**config.mk**
```make
export PLATFORM = sky130hd
export DESIGN_NAME = load_store_unit
export DESIGN_NICKNAME = d
export VERILOG_FILES = /design/src/rtl/lsu_pkg.sv /design/src/rtl/lsu_align.sv /design/src/rtl/load_store_unit.sv
export SDC_FILE = /design/constraint.sdc
export NUM_CORES = 1
export LEC_CHECK = 0
export ABC_AREA = 0
export BUFFER_PORTS_ARGS = -buffer_cell sky130_fd_sc_hd__buf_2
export CAP_MARGIN = 10
export CORE_ASPECT_RATIO = 0.8
export CORE_UTILIZATION = 53
export DETAILED_ROUTE_END_ITERATION = 10
export PLACE_DENSITY = 0.86
export SLEW_MARGIN = 20
export SYNTH_ARGS = -nofsm -noshare
export SYNTH_HDL_FRONTEND = slang
export SYNTH_SLANG_ARGS = --single-unit
```
**constraint.sdc**
```tcl
create_clock -name clk -period 4.9 [get_ports clk]
set_input_delay 1.225 -clock clk [delete_from_list [all_inputs] [get_ports clk]]
set_output_delay 1.225 -clock clk [all_outputs]
set_load 0.05 [all_outputs]
```
**src/rtl/lsu_pkg.sv**
```systemverilog
// Shared constants for the load/store unit: funct3 codes, FSM encoding,
// memory geometry and the latched-request record.
package lsu_pkg;

  localparam int DATA_W = 32;
  localparam int MEM_AW = 10;

  localparam logic [2:0] F3_B  = 3'b000;
  localparam logic [2:0] F3_H  = 3'b001;
  localparam logic [2:0] F3_W  = 3'b010;
  localparam logic [2:0] F3_BU = 3'b100;
  localparam logic [2:0] F3_HU = 3'b101;

  localparam logic [1:0] S_IDLE  = 2'd0;
  localparam logic [1:0] S_READ  = 2'd1;
  localparam logic [1:0] S_WRITE = 2'd2;
  localparam logic [1:0] S_RESP  = 2'd3;

  typedef struct packed {
    logic              we;
    logic [2:0]        funct3;
    logic [1:0]        off;
    logic [MEM_AW-1:0] waddr;
    logic [DATA_W-1:0] data;
  } lsu_req_t;

endpackage

```
**src/rtl/lsu_align.sv**
```systemverilog
// Combinational lane logic: request legality check, load extract/extend
// and sub-word store merge.
module lsu_align
  import lsu_pkg::*;
(
  input  logic              chk_we_i,
  input  logic [2:0]        chk_funct3_i,
  input  logic [31:0]       chk_addr_i,
  input  logic [DATA_W-1:0] word_i,
  input  logic [DATA_W-1:0] wdata_i,
  input  logic [1:0]        off_i,
  input  logic [2:0]        funct3_i,
  output logic              err_o,
  output logic [DATA_W-1:0] load_data_o,
  output logic [DATA_W-1:0] merged_o
);

  logic       legal;
  logic       misalign;
  logic       out_of_range;
  logic [7:0] lane_b;
  logic [15:0] lane_h;

  always_comb begin
    legal = 1'b0;
    case (chk_funct3_i)
      F3_B, F3_H, F3_W: legal = 1'b1;
      F3_BU, F3_HU:     legal = !chk_we_i;
      default:          legal = 1'b0;
    endcase
    misalign = ((chk_funct3_i[1:0] == 2'b01) && chk_addr_i[0]) ||
               ((chk_funct3_i[1:0] == 2'b10) && (chk_addr_i[1:0] != 2'b00));
    out_of_range = |chk_addr_i[31:MEM_AW+2];
    err_o = !legal || misalign || out_of_range;
  end

  always_comb begin
    lane_b = word_i[7:0];
    case (off_i)
      2'd0: lane_b = word_i[7:0];
      2'd1: lane_b = word_i[15:8];
      2'd2: lane_b = word_i[23:16];
      2'd3: lane_b = word_i[31:24];
      default: lane_b = word_i[7:0];
    endcase
    lane_h = off_i[1] ? word_i[31:16] : word_i[15:0];

    load_data_o = word_i;
    case (funct3_i)
      F3_B:  load_data_o = {{24{lane_b[7]}}, lane_b};
      F3_BU: load_data_o = {24'h0, lane_b};
      F3_H:  load_data_o = {{16{lane_h[15]}}, lane_h};
      F3_HU: load_data_o = {16'h0, lane_h};
      default: load_data_o = word_i;
    endcase
  end

  always_comb begin
    merged_o = word_i;
    case (funct3_i)
      F3_B: begin
        case (off_i)
          2'd0: merged_o[7:0]   = wdata_i[7:0];
          2'd1: merged_o[15:8]  = wdata_i[7:0];
          2'd2: merged_o[23:16] = wdata_i[7:0];
          2'd3: merged_o[31:24] = wdata_i[7:0];
          default: merged_o = word_i;
        endcase
      end
      F3_H: begin
        if (off_i[1]) merged_o[31:16] = wdata_i[15:0];
        else          merged_o[15:0]  = wdata_i[15:0];
      end
      default: merged_o = wdata_i;
    endcase
  end

endmodule

```
**src/rtl/load_store_unit.sv**
```systemverilog
// Load/store unit: turns byte-addressed RISC-V loads/stores into word
// accesses on a synchronous-write, combinational-read data memory.
//
// state   | meaning
// IDLE    | ready for a request
// READ    | memory word being read (load result or RMW source)
// WRITE   | one-cycle memory write of full or merged word
// RESP    | one-cycle response pulse
module load_store_unit
  import lsu_pkg::*;
(
  input  logic              clk,
  input  logic              rst,
  input  logic              req_valid,
  output logic              req_ready,
  input  logic              req_we,
  input  logic [2:0]        req_funct3,
  input  logic [31:0]       req_addr,
  input  logic [DATA_W-1:0] req_wdata,
  output logic              resp_valid,
  output logic [DATA_W-1:0] resp_rdata,
  output logic              resp_err,
  output logic [MEM_AW-1:0] mem_addr,
  output logic              mem_we,
  output logic [DATA_W-1:0] mem_wdata,
  input  logic [DATA_W-1:0] mem_rdata
);

  logic [1:0]        state_q, state_d;
  lsu_req_t          req_q, req_d;
  logic [DATA_W-1:0] resp_rdata_q, resp_rdata_d;
  logic              resp_err_q, resp_err_d;

  logic              chk_err;
  logic [DATA_W-1:0] load_data;
  logic [DATA_W-1:0] merged;

  lsu_align u_align (
    .chk_we_i     (req_we),
    .chk_funct3_i (req_funct3),
    .chk_addr_i   (req_addr),
    .word_i       (mem_rdata),
    .wdata_i      (req_q.data),
    .off_i        (req_q.off),
    .funct3_i     (req_q.funct3),
    .err_o        (chk_err),
    .load_data_o  (load_data),
    .merged_o     (merged)
  );

  always_comb begin
    state_d      = state_q;
    req_d        = req_q;
    resp_rdata_d = resp_rdata_q;
    resp_err_d   = resp_err_q;
    case (state_q)
      S_IDLE: begin
        if (req_valid) begin
          req_d.we     = req_we;
          req_d.funct3 = req_funct3;
          req_d.off    = req_addr[1:0];
          req_d.waddr  = req_addr[MEM_AW+1:2];
          req_d.data   = req_wdata;
          resp_rdata_d = '0;
          resp_err_d   = chk_err;
          if (chk_err)                          state_d = S_RESP;
          else if (req_we && req_funct3 == F3_W) state_d = S_WRITE;
          else                                  state_d = S_READ;
        end
      end
      S_READ: begin
        if (req_q.we) begin
          req_d.data = merged;
          state_d    = S_WRITE;
        end else begin
          resp_rdata_d = load_data;
          state_d      = S_RESP;
        end
      end
      S_WRITE: state_d = S_RESP;
      S_RESP:  state_d = S_IDLE;
      default: state_d = S_IDLE;
    endcase
  end

  always_ff @(posedge clk) begin
    if (rst) begin
      state_q      <= S_IDLE;
      req_q        <= '0;
      resp_rdata_q <= '0;
      resp_err_q   <= 1'b0;
    end else begin
      state_q      <= state_d;
      req_q        <= req_d;
      resp_rdata_q <= resp_rdata_d;
      resp_err_q   <= resp_err_d;
    end
  end

  // Memory port is driven only while an access is in flight, zero otherwise.
  assign req_ready  = (state_q == S_IDLE) && !rst;
  assign resp_valid = (state_q == S_RESP);
  assign resp_rdata = resp_rdata_q;
  assign resp_err   = resp_err_q;
  assign mem_addr   = (state_q == S_READ || state_q == S_WRITE) ? req_q.waddr : '0;
  assign mem_we     = (state_q == S_WRITE) && !rst;
  assign mem_wdata  = (state_q == S_WRITE) ? req_q.data : '0;

endmodule

```
Word level (Yosys, flattened, before mapping)
Cells that the tools add are included.
- eq/ne operators: 21
- muxes and demuxes: 24
- reduce and logical (&&, ||, !) cells: 26
- operators with widths (kind ; number):
    one-hot mux 32 bit (2 select lines) ; 3
    two-way mux 32 bit ; 5
    one-hot mux 32 bit (4 select lines) ; 1
    two-way mux 16 bit ; 3
    two-way mux 8 bit ; 4
    one-hot mux 8 bit (4 select lines) ; 1
    OR reduction 20 bit ; 1
    equality test 3 bit (second input constant) ; 4
    equality test 2 bit (second input constant) ; 5
    two-way mux 10 bit ; 1
    one-hot mux 2 bit (4 select lines) ; 1
    equality test 2 x 1 -> 1 bit (second input constant) ; 3
    equality test 3 x 1 -> 1 bit (second input constant) ; 2
    zero test 3 bit ; 2
    two-way mux 2 bit ; 3
    != test 2 bit (second input constant) ; 3
    != test 3 bit (second input constant) ; 2
    AND reduction 6 bit ; 1
    logical AND 1 bit ; 5
    AND reduction 5 bit ; 1
    zero test 2 bit ; 2
    logical OR 1 bit ; 4
    AND reduction 4 bit ; 1
    nonzero test 2 bit ; 2
    other kinds (9) ; 11
- register bits after elaboration: 83
- logic and storage cells: 81
- bits of input ports: 103
- output and inout bits: 78

Longest topological paths before layout
- word-level depth: 9
- depth in mapped cells: 10
- depth with buffers taken out: 6

Hierarchy
From an unflattened synthesis, not the netlist that was laid out.
- cell total of the unflattened synthesis: 588
- area, all modules: 5228.8 um^2
- by module, submodules not included (module ; seq. area each (um^2) ; times used ; cells an instance ; area each (um^2)):
    load_store_unit ; 1661.6 ; 1 ; 366 ; 3681.0
    lsu_align ; 0.0 ; 1 ; 222 ; 1547.7

Worst setup path after synthesis
OpenSTA, ideal clock, no wires.
- kind: in2out
- start point: in rst
- end point: out req_ready
- arrival: 2.471 ns
- slack: 1.204 ns
- buffers on the path: 3
- stages on the path: 4
- data required time: 3.675 ns
- cell sequence: clkbuf_1 clkbuf_1 buf_1 nor2_1
- word-level cells in the longest chain between the ends: 2
- ends and longest elaborated chain (element ; line ; text):
    start, declared ; load_store_unit.sv:13 ; input logic rst,
    zero test 1 bit ; load_store_unit.sv:101 ; assign req_ready = (state_q == S_IDLE) && !rst;
    logical AND 1 bit ; load_store_unit.sv:101 ;
    end, declared ; load_store_unit.sv:15 ; output logic req_ready,
No other way between the ends.

Worst setup path after layout
- start point: reg state_q[0]
- end point: out mem_wdata[11]
- word-level cells in the longest chain between the ends: 2
- ends and longest elaborated chain (element ; line ; text):
    start, declared ; load_store_unit.sv:29 ; logic [1:0] state_q, state_d;
    start signal, assigned ; load_store_unit.sv:93 ; state_q <= state_d;
    equality test 2 bit ; load_store_unit.sv:107 ; assign mem_wdata = (state_q == S_WRITE) ? req_q.data : '0;
    two-way mux 32 bit ; load_store_unit.sv:107 ;
    end, declared ; load_store_unit.sv:25 ; output logic [DATA_W-1:0] mem_wdata,
No other way between the ends.

==> flow_summary_export.csv <==
group,metric,value,unit
logic_synthesis,synth_cells,567,
cts,clk_latency,0.37,ns
place,io_buffer_count,180,
routing,routed_via_density,6.10,
cts,path_clk_slew,0.09,ns
logic_synthesis,synth_fp_nets,675,
logic_synthesis,syn_area,0.00465,sq mm
logic_synthesis,synthArstFlopShare,0,%
run,max_cap_viol_count,0,
sta,report.final.hold_viol_count,0,
cts,clock_sinks,83,
sta,max_freq,303,MHz
floorplanning,coreArea,0.00848,sq mm
cts,post_cts_resized,0,
floorplanning,die_w,107,um
final_layout,multi_input_area,0.00273,sq mm
final_layout,fin_area,0.00569,sq mm
sta,finalCriticalPeriod,3.30,ns
critical_path,crit_path_cell_trace,"inv_1 -> ha_1 -> and2_1 -> buf_2",
sta,tns,0,ns
routing,route.met2.wl,6600,um
routing,route.met3.wl,1850,um
critical_path,path_max_fanout,34,
final_layout,fillers,717,
logic_synthesis,synth_flop_cell,"dfxtp_1",
final_layout,antenna_cells,0,
critical_path,ff2ff_path_depth,6,
routing,wirelength,15200,um
sta,maxSlewViolCount,0,
sta,worst_slack,1.60,ns
final_layout,register_area,0.00166,sq mm
power,ir_worst_vdd,0.315,mV
critical_path,endpoint_kind,"output pin",
cts,cts_tree,"built",
final_layout,nets,818,
place,post-place-ws,1.40,ns
place,globalplace.congestion,0.916,
routing,vias,5047,
final_layout,drive_above_1_share,30.9,%
routing,top_layer,"met4",
floorplanning,die_area,0.00915,sq mm
min_path,min_path_cells,2,
critical_path,crit_buf_inv,2,
routing,antenna_left,0,
logic_synthesis,yosysWarnings,0,
power,p_per_area,586,mW/mm^2
sta,setup_viol,0,
critical_path,crit_slowest_cell,"ha_1",
routing,wl_met1,6380,um
global_route,grt_pass1_wl,23400,um
routing,drt-pass1-iter-count,6,
global_route,grtUsageTotal,32.8,%
global_route,grt_antenna_before_repair,0,
cts,clock_path_buffers,2,
cts,numCtsBuffers,9,
logic_synthesis,seq_area_frac_synth,35.7,%
logic_synthesis,synth_edf_count,0,
global_route,grt_max_degree,35,
critical_path,arrival,2.07,ns
routing,drt_iter0_drc,584,
floorplanning,start_util,54.8,%
floorplanning,boundaryPins,181,
cts,htreeDepth,3,
routing,drc,0,
place,place_area,0.00551,sq mm
sta,fin_worst_skew,0.00829,ns
floorplanning,die_h,85.8,um
critical_path,path_class,"flop to output pin",
min_path,hp-class,"flop to flop",
critical_path,crit_family,"adder cells",
critical_path,cp.depth,4,
global_route,grt_pass1_vias,4519,
cts,hold_buffers,0,
cts,cts-root-buf,"clkbuf_8",
sta,grt_setup_unrepaired,"false",
sta,tightest_slew,1.05,ns
place,dpl.hpwl,11300,um
cts,post_cts_buffers,0,
critical_path,cp_slowest_stage_delay,0.70,ns
routing,routedWlPerCell,18.3,um
final_layout,syn_to_final_growth,22.4,%
floorplanning,rows,30,
logic_synthesis,yosysUniqueCellTypes,52,
power,leakagePower,0.00247,uW
global_route,grt.overflow.total,0,
outcome,status,"finished clean",
critical_path,required,3.67,ns
critical_path,startpoint_type,"flop",
logic_synthesis,syn_area_per_cell,8.20,sq um
sta,period_share,67.3,%
sta,slew_headroom,30.0,%
logic_synthesis,ys_seq_elements,83,
[worst register-to-register path, delay by kind of cell, from the launching register on]
kind | cells | cell delay [ns]
compound gates | 1 | 0.28
fa+ha+maj | 1 | 0.73
buf+inv | 1 | 0.12
flops | 1 | 0.35
simple gates | 3 | 1.61
[area by class of cell]
cell class | count | share of cell area [%]
clock buffer | 9 | 2.18
clock inverter | 7 | 1.03
inverter | 11 | 0.726
multi-input combinational | 421 | 48.0
sequential | 83 | 29.2
tap | 112 | 2.46
timing repair buffer | 184 | 16.4
[placed cells by master (no fill, tap or decap), types with 13 or more instances in the layout]
cell      count
a211oi_1     18
a21oi_1      45
a221o_1      16
a32o_1       13
and2_1       43
buf_2       180
dfxtp_1      83
mux2i_1      21
nand2_1      63
nor2_1       26
o21ai_0      34
[registers in the layout, indices dropped and copies added (netlist names)]
signal and cells:
req_q 48, resp_err 1, state_q 2, resp_rdata 32
[power by group]
group | switching (uW) | internal (uW)
clock | 281 | 193
combinational | 1200 | 527
sequential | 235 | 898
total | 1710 | 1620
[final timing paths]
check | from | slack [ns] | end
setup reg to reg | state_q[1] | 1.76 | resp_rdata[17]
setup / recovery | state_q[0] | 1.60 | mem_wdata[11]
hold / removal | req_q[37] | 0.46 | req_q[37]
hold reg to reg | req_q[37] | 0.46 | req_q[37]
[metrics by stage]
step           std cells  utilization (%)  hold WS (ns)  power (uW)
3_5_place_dp         811             64.9         0.446        2820
6_report             827             67.1         0.460        3330
4_1_cts              827             67.1         0.460        3300
3_3_place_gp         811             64.8         0.432        2770
2_1_floorplan        567                -         0.432        2400
5_1_grt              827             67.1         0.480        3500
[per-layer routing]
layer  track usage [%]  vias to the layer above
li1                  -                     2368
met1              45.5                     2304
met2              50.3                      335
met3              7.83                       40
met4              11.0                        0
met5                 0                        -
[Yosys cell counts, drive strengths merged (6+ instances only)]
cell type,instances,area share [%]
nand4,9,1.2
dfxtp,83,36
nor3,11,1.2
buf,17,2.0
a21oi,46,5.0
clkbuf,35,2.8
nor2,26,2.1
or2,7,0.94
and2,45,6.1
nand3,8,0.86
o21ai,35,3.8
nand2,63,5.1
o41ai,8,1.5
nand3b,8,1.3
a221o,16,3.4
nor4,6,0.81
inv,11,0.89
a32o,13,2.8
a211oi,26,5.1
nor2b,12,1.6
or3,11,1.5
mux2i,21,4.5
[kinds of logic (layout without fill, tap and decap cells)]
| family | after synthesis | in the layout | synth area share, % |
|---|---|---|---|
| and+or+nand+nor | 225 | 225 | 26.0 |
| AOI/OAI and AO/OA | 167 | 167 | 25.7 |
| DFF | 83 | 83 | 35.7 |
| buffers and inverters | 63 | 211 | 5.73 |
| muxes | 24 | 24 | 5.49 |
| adders and majority gates | 5 | 5 | 1.35 |
Note: power is estimated with default switching activity, not from simulation.
